[config.mk]
export PLATFORM = sky130hd
export DESIGN_NAME = ext_pipe
export DESIGN_NICKNAME = d
export VERILOG_FILES = /design/src/rtl/ext_pipe.sv
export SDC_FILE = /design/constraint.sdc
export NUM_CORES = 1
export LEC_CHECK = 0
export ABC_AREA = 1
export BUFFER_PORTS_ARGS = -buffer_cell sky130_fd_sc_hd__buf_2
export CAP_MARGIN = 10
export CORE_ASPECT_RATIO = 1.1
export CORE_MARGIN = 2
export CORE_UTILIZATION = 34
export DETAILED_ROUTE_END_ITERATION = 12
export REMOVE_ABC_BUFFERS = 1
export SYNTH_ARGS = -nofsm -noshare
export SYNTH_HDL_FRONTEND = slang
export SYNTH_SLANG_ARGS = --single-unit
[constraint.sdc]
create_clock -name clk -period 3.9 [get_ports clk]
set_clock_uncertainty 0.15 [all_clocks]
set_input_delay 0.195 -clock clk [delete_from_list [all_inputs] [get_ports clk]]
set_output_delay 0.195 -clock clk [all_outputs]
set_load 0.02 [all_outputs]
[src/rtl/ext_pipe.sv]
// ext_pipe: registered immediate/load extender with a 2-entry output queue.
// Optional macro EXT_ERR_EN stores a misaligned-halfword flag per entry and drives out_err.
module ext_pipe #(
  parameter  int DATA_W = 32,
  localparam int OFF_W  = $clog2(DATA_W / 8)
) (
  input  logic              clk,
  input  logic              rst_n,
  input  logic              in_valid,
  output logic              in_ready,
  input  logic [DATA_W-1:0] in_data,
  input  logic [2:0]        in_mode,
  input  logic [OFF_W-1:0]  in_off,
  output logic              out_valid,
  input  logic              out_ready,
  output logic [DATA_W-1:0] out_data,
  output logic              out_err
);

  localparam logic [2:0] M_ZEXT = 3'd0;
  localparam logic [2:0] M_SEXT = 3'd1;
  localparam logic [2:0] M_LUI  = 3'd2;
  localparam logic [2:0] M_LB   = 3'd3;
  localparam logic [2:0] M_LBU  = 3'd4;
  localparam logic [2:0] M_LH   = 3'd5;
  localparam logic [2:0] M_LHU  = 3'd6;

  logic [DATA_W-1:0] mem [2];
  logic [1:0]        count;
  logic              wr_ptr;
  logic              rd_ptr;
  logic              accept;
  logic              pop;
  logic [7:0]        byte_v;
  logic [15:0]       half_v;
  logic [DATA_W-1:0] res;

  // Handshake: a beat moves on a side only in a cycle where its valid and ready are both high.
  assign in_ready  = (count != 2'd2);
  assign out_valid = (count != 2'd0);
  assign accept    = in_valid & in_ready;
  assign pop       = out_valid & out_ready;

  // Half select ignores in_off[0]; misalignment is only flagged, never corrected.
  assign byte_v = in_data[{in_off, 3'b000} +: 8];
  assign half_v = in_data[{in_off[OFF_W-1:1], 4'b0000} +: 16];

  always_comb begin
    res = '0;
    case (in_mode)
      M_ZEXT:  res = {{(DATA_W-16){1'b0}}, in_data[15:0]};
      M_SEXT:  res = {{(DATA_W-16){in_data[15]}}, in_data[15:0]};
      M_LUI:   res[31:16] = in_data[15:0];
      M_LB:    res = {{(DATA_W-8){byte_v[7]}}, byte_v};
      M_LBU:   res = {{(DATA_W-8){1'b0}}, byte_v};
      M_LH:    res = {{(DATA_W-16){half_v[15]}}, half_v};
      M_LHU:   res = {{(DATA_W-16){1'b0}}, half_v};
      default: res = in_data;
    endcase
  end

  always_ff @(posedge clk or negedge rst_n) begin
    if (!rst_n) begin
      mem[0] <= '0;
      mem[1] <= '0;
    end else if (accept) begin
      mem[wr_ptr] <= res;
    end
  end

  always_ff @(posedge clk or negedge rst_n) begin
    if (!rst_n) begin
      count  <= 2'd0;
      wr_ptr <= 1'b0;
      rd_ptr <= 1'b0;
    end else begin
      if (accept) wr_ptr <= ~wr_ptr;
      if (pop)    rd_ptr <= ~rd_ptr;
      case ({accept, pop})
        2'b10:   count <= count + 2'd1;
        2'b01:   count <= count - 2'd1;
        default: count <= count;
      endcase
    end
  end

  // When empty, the slot behind rd_ptr is the last entry popped, so the output holds.
  assign out_data = out_valid ? mem[rd_ptr] : mem[~rd_ptr];

`ifdef EXT_ERR_EN
  logic       err;
  logic [1:0] err_mem;

  assign err = in_off[0] & ((in_mode == M_LH) | (in_mode == M_LHU));

  always_ff @(posedge clk or negedge rst_n) begin
    if (!rst_n) begin
      err_mem <= 2'b00;
    end else if (accept) begin
      err_mem[wr_ptr] <= err;
    end
  end

  assign out_err = out_valid ? err_mem[rd_ptr] : err_mem[~rd_ptr];
`else
  assign out_err = 1'b0;
`endif

endmodule
Yosys cells after proc, flatten, opt, wreduce, memory -nomap -nowiden

Index checks and enable logic that the tools add are counted.

Output and inout bits: 35
Register bits after elaboration: 68
Logic and storage cells: 48
Input bits: 41

Multiplexer cells: 13
Magnitude comparators: 4
Reduce and logical (&&, ||, !) cells: 6
Shift operators: 2
Bitwise logic cells: 7
Equal/unequal tests: 9
$add $sub $neg: 2

Operator list:

| cell                                                        | number |
|---|---|
| 2-to-1 mux 32 bit                                           | 8 |
| one-hot mux 16 bit (5 select lines)                         | 1 |
| bitwise mux 64 bit                                          | 1 |
| one-hot mux 16 bit (4 select lines)                         | 1 |
| demux 32 bit (select 1 bit)                                 | 1 |
| variable part select 32 x 6 -> 16 bit                       | 1 |
| variable part select 32 x 6 -> 8 bit                        | 1 |
| == test 3 bit (second input constant)                       | 3 |
| == test 3 x 2 -> 1 bit (second input constant)              | 2 |
| >= comparator 2 bit (second input constant)                 | 3 |
| inverter 1 -> 2 bit                                         | 3 |
| one-hot mux 2 bit (2 select lines)                          | 1 |
| nonzero test 2 bit                                          | 2 |
| == test 3 x 1 -> 1 bit (second input constant)              | 1 |
| zero test 3 bit                                             | 1 |
| OR reduction 3 bit                                          | 1 |
| adder 2 x 1 -> 2 bit (second input constant)                | 1 |
| AND 1 bit                                                   | 2 |
| == test 2 x 1 -> 1 bit (second input constant)              | 1 |
| == test 2 bit (second input constant)                       | 1 |
| less-than comparator 2 x 1 -> 1 bit (second input constant) | 1 |
| inequality test 2 bit (second input constant)               | 1 |
| inverter 1 bit                                              | 2 |
| OR reduction 2 bit                                          | 1 |
| other kinds (2)                                             | 2 |

Depth between registers and ports, before layout

Gate-level depths: netlist of the first run.

Depth in word-level cells: 6
Depth in mapped cells: 9
Mapped depth without buffers: 9

Worst setup path before layout of the first run

OpenSTA, ideal clock, no wires.

Kind: register -> register
From: register count[0]
To: register count[1]
Stages on the path, launching flop included: 8
Data required time: 3625 ps
Period minus slack after synthesis: 1723 ps
Path slack: 2177 ps
Library setup time: 125 ps
Path buffers: 0
Arrival time: 1448 ps
Cells stage by stage: dfrtp_1 > inv_2 > nand2_1 > nand2_2 > ha_1 > a21oi_1 > o21ai_0 > xnor2_1

Longest elaborated chain between the ends: 4
Elaborated cells between the ends (all ways): 10
Classes of those cells: add/sub: 2; eq/ne: 3; mux: 1; bitwise: 2; reduce/logical: 2

RTL lines:

| element                                                                         | RTL line | source |
|---|---|---|
| from (decl)                                                                     | 29       | `logic [1:0] count;` |
| from (signal assigned)                                                          | 80       | `2'b10: count <= count + 2'd1;` |
| from (signal assigned)                                                          | 81       | `2'b01: count <= count - 2'd1;` |
| from (signal assigned)                                                          | 82       | `default: count <= count;` |
| inequality test 2 bit (*)                                                       | 39       | `assign in_ready = (count != 2'd2);` |
| named net in_ready                                                              | 10       | `output logic in_ready,` |
| AND 1 bit (*)                                                                   | 41       | `assign accept = in_valid & in_ready;` |
| == test 2 x 1 -> 1 bit / == test 2 bit (equally long branches)                  | 79       | `case ({accept, pop})` |
| one-hot mux 2 bit (2 select lines) / nonzero test 2 bit (equally long branches) | --       |  |

Mark *: on every way through the listed nets, which the timed path passes. The rest lies on a longest branch.
A chain may end at the register's enable or synchronous reset.

Worst setup path in the final report of the first run

From: register count[0]
To: output port out_data[27]

Longest elaborated chain between the ends: 2

RTL lines:

| element            | RTL line | source |
|---|---|---|
| nonzero test 2 bit | 40       | `assign out_valid = (count != 2'd0);` |
| 2-to-1 mux 32 bit  | 88       | `assign out_data = out_valid ? mem[rd_ptr] : mem[~rd_ptr];` |
| to (decl)          | 16       | `output logic [DATA_W-1:0] out_data,` |

No other way between the ends.

==> results of run 1 <==
## routing by layer
metal	global-route usage, %	routed length [um]	up-vias
li1	-	-	1880
met1	24.25	5379	1761
met2	32.34	5558	98
met3	3.368	544	13
met4	7.292	168	0
met5	0	0	-
## registers in the layout, indices dropped and copies added (netlist names)
signal	count
rd_ptr	1
wr_ptr	1
mem	64
count	2
## cell families after synthesis
logic type               share of synthesized area, %
flip-flops                                      41.21
other                                         0.09082
adder cells (fa/ha/maj)                        0.3030
buffers and inverters                           8.484
XOR/XNOR                                        1.031
AND/OR/NAND/NOR                                 38.48
AO/OA/AOI/OAI                                   4.121
multiplexers                                    6.273
## synth_stat cells (3+ instances only)
library cell    n  area, sq um
nand2_1       267         1002
dfrtp_1        68         1702
inv_1          37        138.9
nand3_1        33        165.2
mux2_2         22        247.7
o21ai_0        20        100.1
nor2_1         16        60.06
nand4_1        15        93.84
buf_2          11        55.05
nand2_2        10        62.56
nand3_2         9        90.09
buf_4           8        60.06
and2_1          7        43.79
inv_2           6        22.52
o21ai_2         6        52.55
buf_6           5        56.30
nor2_4          3        33.78
## final timing paths
path / startpoint / endpoint / depth (start not counted)
worst max-delay path: count[0] / out_data[27] / 5
worst min-delay path: in_valid / wr_ptr / 4
worst max register to register: count[0] / mem[43] / 8
worst min register to register: mem[30] / mem[30] / 2
max in group asynchronous: rst_n / mem[52] / 3
min in group asynchronous: rst_n / mem[9] / 2
## cell type report
cell class,count,area (sq um)
Clock buffer,14,284.0
Timing Repair Buffer,79,410.4
Clock inverter,1,5.005
Tap cell,154,192.7
Fill cell,1247,7082
Multi-Input combinational cell,422,2088
Inverter,44,165.2
Sequential cell,68,1702
## power by group through the flow
stage	Sequential [mW]	Combinational [mW]	Clock, mW
after floorplan	1.17	1.42	0
after global placement	1.20	2.01	0
after detailed placement	1.21	2.03	0
after CTS	1.21	2.05	0.811
after global routing	1.25	2.23	0.845
final	1.21	2.02	0.794
## stage by stage
stage	setup WS [ns]	power [mW]
CTS	1.129	4.063
global placement	1.539	3.209
finish	1.147	4.018
global route	1.033	4.322
floorplan	1.499	2.581
detailed placement	1.500	3.246
## tightest hold or removal path, stage by stage
cell and delay (ns):
buf_2 0.08, nand2_2 0.10, nand2_1 0.08, nand2_1 0.05
## timing repair
| action | 4_1_cts | 5_1_grt |
|---|---|---|
| hold buffers | 1 | 0 |
| endpoints found under the hold margin | 28 | 0 |
| setup endpoints to repair | 0 | 0 |
==> flow_summary.yaml, run 1 <==
synthesis:
  async_reset_ff_share_pct: 100.0
  synth_warnings: 0
  synth_area_sq_um: 4129
  ys.flop_type: "dfrtp_1"
  ys_seq_elements: 68
  synth_edf_count: 0
  synth-seq-area-share_pct: 41.21
  synthDistinctLibCells: 31
  syn_avg_cell_area_sq_um: 7.360
  syn_inst: 561
finish:
  mostFrequentLayoutCells: "267 x nand2_1, 74 x buf_2, 68 x dfrtp_1"
  final_common_cell: "nand2_1"
  drive_above_1_share_pct: 24.20
  nets: 666
  diodes: 0
  final_util_pct: 40.63
  fin_cells: 782
  fin_area_sq_um: 4847
  area_growth_syn_to_layout_pct: 17.39
worst_setup_path:
  end_kind: "output pin"
  arrival_ns: 2.41
  worstSetupPathType: "reg2out"
  max_stage_delay_ns: 0.55
  crit_buf_inv: 2
  cp_data_required_time_ns: 3.56
  critPathLaunchType: "flip-flop"
  worstPathCellList: "nor2_4 > xnor2_4 > buf_4 > mux2_2 > buf_2"
  reg2reg_slack_ns: 1.84
  critical_path.top_delay_family: "buffers and inverters"
  cp_max_fo: 25
  cpMaxStageDelayCell: "xnor2_4"
pwr:
  p_switching_mw: 1.740
  p_leak_nw: 2.679
  comb_power_share_pct: 50.2
  ir_drop_v: 0.0002634
  cellPowerDensity_nw_per_um2: 828.9
  power_frac_clock_pct: 19.8
  seq_power_share_pct: 30.0
  swShare_pct: 43.32
  p_int_mw: 2.278
min_path:
  min_path_type: "in2reg"
route:
  vias: 3752
  routed_wl_um: 11650
  drtIter0Drc: 190
  drt-vias-per-instance: 4.798
  antenna_left: 0
  firstDrtPassIters: 4
  post-route-drc-count: 0
  wl_per_cell_um: 14.90
run:
  cap_violations: 0
global_routing:
  grt_overflow_total: 0
  antenna_found_initial: 0
  grt_pass1_vias: 3842
  grt_pass1_wl_um: 19400
  grt_start_max_net_pins: 42
  gr-usage-all-layers_pct: 19.19
clock_tree:
  path_clk_slew_ns: 0.05
  insertion_delay_ns: 0.34
  post_cts_buffers: 0
  clock_path_buffers: 2
  cts_htree_levels: 3
  cts_tree: "yes"
  postCtsResizedCells: 0
  root_buffer: "clkbuf_16"
  clock_sinks: 68
  cts_buffers: 9
floorplanning:
  die_h_um: 119.6
  start_util_pct: 34.61
  design.core.area_sq_um: 11930
  ios: 76
  fp.dieW_um: 109.1
  num_rows: 42
  die_area_sq_um: 13040
place:
  placed_area_sq_um: 4548
  port_buffers: 74
  gp_congestion: 0.7443
  dp_hpwl_um: 7655
  numPlacedInstances: 766
sta:
  final_max_slew_viol_count: 0
  tns_ns: 0
  finalHoldViolations: 0
  fin_crit_sh_pct: 70.60
  max_freq_mhz: 363.2
  slew_headroom_pct: 31.10
  final-setup-viol-count: 0
  hold_slack_ns: 0.05626
  max_slew.worst_pin.slew_ns: 1.032
  rsz0062_at_grt: "no"
  layout_min_cycle_time_ns: 2.753
run_status:
  outcome: "complete, no violations"
(Power assumes the default switching activity.)
==> inputs of run 2 (changes only) <==
==> constraint.sdc (replaced) <==
create_clock -name clk -period 2.55 [get_ports clk]
set_clock_uncertainty 0.15 [all_clocks]
set_input_delay 0.1275 -clock clk [delete_from_list [all_inputs] [get_ports clk]]
set_output_delay 0.1275 -clock clk [all_outputs]
set_load 0.02 [all_outputs]
==> run 2 against run 1 <==
Count of clock-buffer cells in the layout fell by 4. Register-to-register slack got worse by 1.3 ns. Routed wire length fell by 1.7%. Critical path type unchanged. Critical endpoint is now out_data[2].
==> flow_summary.yaml, run 2 (synthesis results as in run 1) <==
place:
  gp_congestion: 0.7809
  dp_hpwl_um: 7795
  placed_area_sq_um: 4596
  port_buffers: 74
worst_setup_path:
  worstPathCellList: "nor2_4 > xnor2_4 > buf_4 > mux2_2 > buf_2"
  max_stage_delay_ns: 0.46
  arrival_ns: 2.00
  cp_data_required_time_ns: 2.27
  end_kind: "output pin"
  worstSetupPathType: "reg2out"
  cpMaxStageDelayCell: "dfrtp_1"
  reg2reg_slack_ns: 0.58
  rr_startpoint: "count[0]"
  reg2reg_to: "mem[7]"
  ff2ff_path_depth: 7
  critPathLaunchType: "flip-flop"
  cp_max_fo: 8
min_path:
  hold_end: "mem[47]"
  min_path_type: "in2reg"
  holdPathStages: 5
  min_from: "in_data[15]"
route:
  routed.top_layer: "met4"
  wl_per_cell_um: 14.28
  routed_wl_um: 11460
  vias: 3802
  drt-vias-per-instance: 4.741
  antenna_left: 0
  wl_met3_um: 545
  firstDrtPassIters: 5
  post-route-drc-count: 0
  wl_met2_um: 5517
  wl_met1_um: 5251
  drtIter0Drc: 183
global_routing:
  grt_pass1_vias: 3771
  grt_start_max_net_pins: 41
  grt_pass1_wl_um: 18760
  gr-usage-all-layers_pct: 18.70
  antenna_found_initial: 0
  grt_overflow_total: 0
sta:
  fin_crit_sh_pct: 89.29
  tns_ns: 0
  max_freq_mhz: 439.2
  layout_min_cycle_time_ns: 2.277
  rsz0062_at_grt: "no"
  final_max_slew_viol_count: 0
  final-setup-viol-count: 0
  finalHoldViolations: 0
  max_slew.worst_pin.slew_ns: 0.6947
  slew_headroom_pct: 53.69
clock_tree:
  postCtsResizedCells: 0
  clock_path_buffers: 2
  cts_buffers: 9
  clock_sinks: 68
  cts_htree_levels: 3
  path_clk_slew_ns: 0.06
  cts_tree: "yes"
  insertion_delay_ns: 0.33
  root_buffer: "clkbuf_16"
pwr:
  power_frac_clock_pct: 20.7
  p_int_mw: 3.794
  p_leak_nw: 2.781
  p_switching_mw: 2.724
  comb_power_share_pct: 51.1
  cellPowerDensity_nw_per_um2: 1284
  seq_power_share_pct: 28.2
  swShare_pct: 41.79
  ir_drop_v: 0.0004311
finish:
  largest_register: "mem"
  area_growth_syn_to_layout_pct: 22.91
  largest_reg_flops: 64
  diodes: 0
  nets: 685
  top_regs: "mem x64, count x2"
  n_fill_cell: 1245
  fin_area_sq_um: 5075
  drive_above_1_share_pct: 25.31
  mostFrequentLayoutCells: "267 x nand2_1, 74 x buf_2, 68 x dfrtp_1"
  final_common_cell: "nand2_1"
floorplanning:
  fp.dieW_um: 109.1
  start_util_pct: 34.61
  die_h_um: 119.6
  num_rows: 42
  design.core.area_sq_um: 11930
  ios: 76
  die_area_sq_um: 13040
run:
  cap_violations: 0
run_status:
  outcome: "complete, no violations"
==> run 2: cell count changes in the layout (fill, tap and decap cells not counted) <==
cell and delta:
buf_12 +2, clkbuf_8 -3, dlygate4sd3_1 +9, clkinvlp_4 +3
clkbuf_1 -1, buf_4 +8, bufinv_16 +2
==> run 2: stage by stage <==
stage          instances  hold WS, ns  utilization (%)  power [mW]  setup slack [ns]
6_report             802     0.006407            42.54       6.518            0.2730
5_1_grt              802      0.03972            42.54       6.983            0.2089
4_1_cts              795    0.0004668            42.10       6.425           0.01406
3_5_place_dp         769      0.06060            38.53       5.030            0.3852
3_3_place_gp         769      0.05548            38.53       4.977            0.4142
2_1_floorplan        534      -0.3181                -       3.947            0.2162
==> run 2: timing repair <==
| action | 4_1_cts | 5_1_grt |
|---|---|---|
| hold buffers | 10 | 0 |
| setup buffers | 0 | 7 |
| endpoints found under the setup margin | 0 | 9 |
| endpoints found under the hold margin | 42 | 0 |
==> run 2: how the worst max path moves through the flow <==
stage                        start            to  slack, ns  cells after the start
after global routing      count[0]   out_data[1]       0.21                      5
after floorplan           count[0]  out_data[10]       0.22                      3
after global placement    count[0]  out_data[25]       0.41                      5
after CTS                 count[0]  out_data[25]       0.01                      5
final                     count[0]   out_data[2]       0.27                      5
after detailed placement  count[0]  out_data[25]       0.39                      5
==> run 2: final cells by class <==
| class | count | area [sq um] | area share [%] |
|---|---|---|---|
| tap | 154 | 192.7 | 3.797 |
| timing repair buffer | 98 | 600.6 | 11.83 |
| sequential | 68 | 1702 | 33.53 |
| clock buffer | 10 | 239.0 | 4.709 |
| inverter | 44 | 165.2 | 3.254 |
| multi-input combinational | 422 | 2088 | 41.15 |
| clock inverter | 6 | 87.58 | 1.726 |
==> run 2: power by group through the flow <==
stage / sequential [mW] / clock (mW) / combinational, mW
5_1_grt: 1.90 / 1.42 / 3.66
3_5_place_dp: 1.85 / 0 / 3.18
6_report: 1.84 / 1.35 / 3.33
4_1_cts: 1.84 / 1.38 / 3.21
3_3_place_gp: 1.83 / 0 / 3.15
2_1_floorplan: 1.78 / 0 / 2.17
==> run 2: critical path, delay by kind of cell (launching register included) <==
family | cells | cell delay (ns)
buffers and inverters | 2 | 0.41
multiplexers | 1 | 0.36
AND/OR/NAND/NOR | 1 | 0.09
XOR/XNOR | 1 | 0.33
flip-flops | 1 | 0.46
==> run 2: metal layers <==
layer  global-route usage, %  vias to the layer above
met3                   3.802                       13
met1                   24.46                     1762
met5                       0                        -
li1                        -                     1927
met4                   6.971                        0
met2                   30.28                      100
==> inputs of run 3 (changes only) <==
--- a/config.mk
+++ b/config.mk
@@ -12,7 +12,6 @@
 export CORE_MARGIN = 2
 export CORE_UTILIZATION = 34
 export DETAILED_ROUTE_END_ITERATION = 12
-export REMOVE_ABC_BUFFERS = 1
 export SYNTH_ARGS = -nofsm -noshare
 export SYNTH_HDL_FRONTEND = slang
 export SYNTH_SLANG_ARGS = --single-unit
==> run 3 against run 2 <==
Count of clock-buffer cells in the layout grew 1. Critical path depth decreased by 1. Final cell count is 1.7% lower. Non-clock buffer count down 14. Register-to-register slack improved by 0.05 ns. Utilization decreased by 0.99 points. Total power is 2.3% lower. Sequential share of layout area rose by 0.80 points. Combinational power decreased by 5%. Clock power hardly changed. Flip-flop and latch count unchanged.
==> flow_summary.yaml, run 3 (synthesis results as in run 1) <==
run_status:
  outcome: "complete, no violations"
finish:
  drive_above_1_share_pct: 24.61
  area_growth_syn_to_layout_pct: 20.06
  seq_area_sq_um: 1702
  mostFrequentLayoutCells: "267 x nand2_1, 74 x buf_2, 68 x dfrtp_1"
  diodes: 0
  largest_reg_flops: 64
  fin_cells: 788
  nets: 672
  largest_register: "mem"
  multi_input_area_sq_um: 2116
  final_common_cell: "nand2_1"
  n_fill_cell: 1231
  final_util_pct: 41.56
  top_regs: "mem x64, count x2"
sta:
  rsz0062_at_grt: "no"
  finalHoldViolations: 0
  slew_headroom_pct: 47.74
  layout_setup_ws_ns: 0.1990
  max_slew.worst_pin.slew_ns: 0.7830
  fin_crit_sh_pct: 92.20
  tns_ns: 0
  max_freq_mhz: 425.4
  final-setup-viol-count: 0
  layout_min_cycle_time_ns: 2.351
  final_max_slew_viol_count: 0
global_routing:
  antenna_found_initial: 0
  gr-usage-all-layers_pct: 19.40
  grt_pass1_wl_um: 19380
  grt_start_max_net_pins: 34
  grt_overflow_total: 0
  grt_pass1_vias: 3849
min_path:
  min_path_type: "in2reg"
  holdPathStages: 4
  min_from: "in_valid"
  hold_end: "wr_ptr"
place:
  dpl_worst_slack_ns: 0.2366
  dp_hpwl_um: 7930
  numPlacedInstances: 769
  port_buffers: 74
  gp_congestion: 0.8561
clock_tree:
  cts_tree: "yes"
  root_buffer: "clkbuf_16"
  post_cts_buffers: 0
  cts_htree_levels: 3
  insertion_delay_ns: 0.33
  clock_sinks: 68
  clock_path_buffers: 2
  cts_buffers: 9
  path_clk_slew_ns: 0.06
pwr:
  p_total_mw: 6.368
  ir_drop_v: 0.0005302
  p_leak_nw: 2.726
  cellPowerDensity_nw_per_um2: 1285
worst_setup_path:
  reg2reg_slack_ns: 0.63
  worstSetupPathType: "reg2out"
  max_stage_delay_ns: 0.58
  rr_startpoint: "count[0]"
  end_kind: "output pin"
  cp_num_cells: 4
  cpMaxStageDelayCell: "xnor2_4"
  cp_max_fo: 17
  arrival_ns: 2.07
  worstPathCellList: "nor2_4 > xnor2_4 > mux2_1 > buf_2"
  reg2reg_to: "mem[9]"
  crit_buf_inv: 1
  ff2ff_path_depth: 7
  critPathLaunchType: "flip-flop"
  cp_data_required_time_ns: 2.27
  critical_path.top_delay_family: "XOR/XNOR gates"
floorplanning:
  start_util_pct: 34.61
  fp.dieW_um: 109.1
  die_h_um: 119.6
  die_area_sq_um: 13040
  num_rows: 42
  ios: 76
  design.core.area_sq_um: 11930
route:
  post-route-drc-count: 0
  antenna_left: 0
  wl_per_cell_um: 14.96
  routed_wl_um: 11790
  drtIter0Drc: 223
  firstDrtPassIters: 5
  vias: 3802
  drt-vias-per-instance: 4.825
run:
  cap_violations: 0
synthesis:
  synth_nets: 603
## run 3: cell count changes in the layout (fill, tap and decap cells not counted)
cell | previous run | this run
clkinv_4 | 0 | 1
clkbuf_1 | 0 | 1
dlygate4sd3_1 | 10 | 3
clkinvlp_4 | 3 | 0
buf_12 | 2 | 1
buf_4 | 12 | 6
xnor2_4 | 1 | 2
## run 3: how the worst max path moves through the flow
stage	startpoint	to	slack, ns
after detailed placement	count[0]	out_data[9]	0.24
after floorplan	count[0]	count[1]	0.83
after CTS	count[0]	out_data[1]	0.13
final	count[0]	out_data[3]	0.20
after global placement	count[0]	out_data[1]	0.25
after global routing	count[0]	out_data[10]	0.04
## run 3: where the power goes
| part | switching (mW) | leakage [nW] | internal [mW] | total [mW] |
|---|---|---|---|---|
| combinational | 1.97 | 1.71 | 1.19 | 3.17 |
| clock | 0.451 | 0.156 | 0.877 | 1.33 |
| sequential | 0.295 | 0.864 | 1.58 | 1.87 |
## run 3: worst register-to-register path, delay by kind of cell (launching register included)
family | cells | cell delay, ns
flops | 1 | 0.45
buf+inv | 2 | 0.46
simple gates | 4 | 0.69
compound gates | 1 | 0.08
## run 3: per-layer routing
| layer | up-vias | global-route usage (%) | routed length, um |
|---|---|---|---|
| met5 | - | 0 | 0 |
| met4 | 0 | 7.853 | 182 |
| met3 | 13 | 3.639 | 743 |
| met2 | 114 | 31.83 | 5892 |
| met1 | 1780 | 24.95 | 4967 |
| li1 | 1895 | - | - |
## run 3: cell type report
cell class / count / area share, %
well taps: 154 / 3.887
clock buffers: 11 / 4.897
multi-input cells: 423 / 42.68
inverters: 44 / 3.332
repair buffers: 84 / 9.389
clock inverters: 4 / 1.489
flip-flops and latches: 68 / 34.33
## run 3: through the flow
stage          instance area, sq um  hold WS, ns
6_report                       4957     0.007027
5_1_grt                        4957      0.04029
2_1_floorplan                  4129      -0.3181
3_3_place_gp                   4583      0.03377
3_5_place_dp                   4583      0.04321
4_1_cts                        4957     0.006222
## run 3: repair_timing
action | in CTS | in global routing
endpoints found under the hold margin | 26 | 0
resized for setup | 1 | 0
hold buffers | 3 | 0
endpoints found under the setup margin | 31 | 0
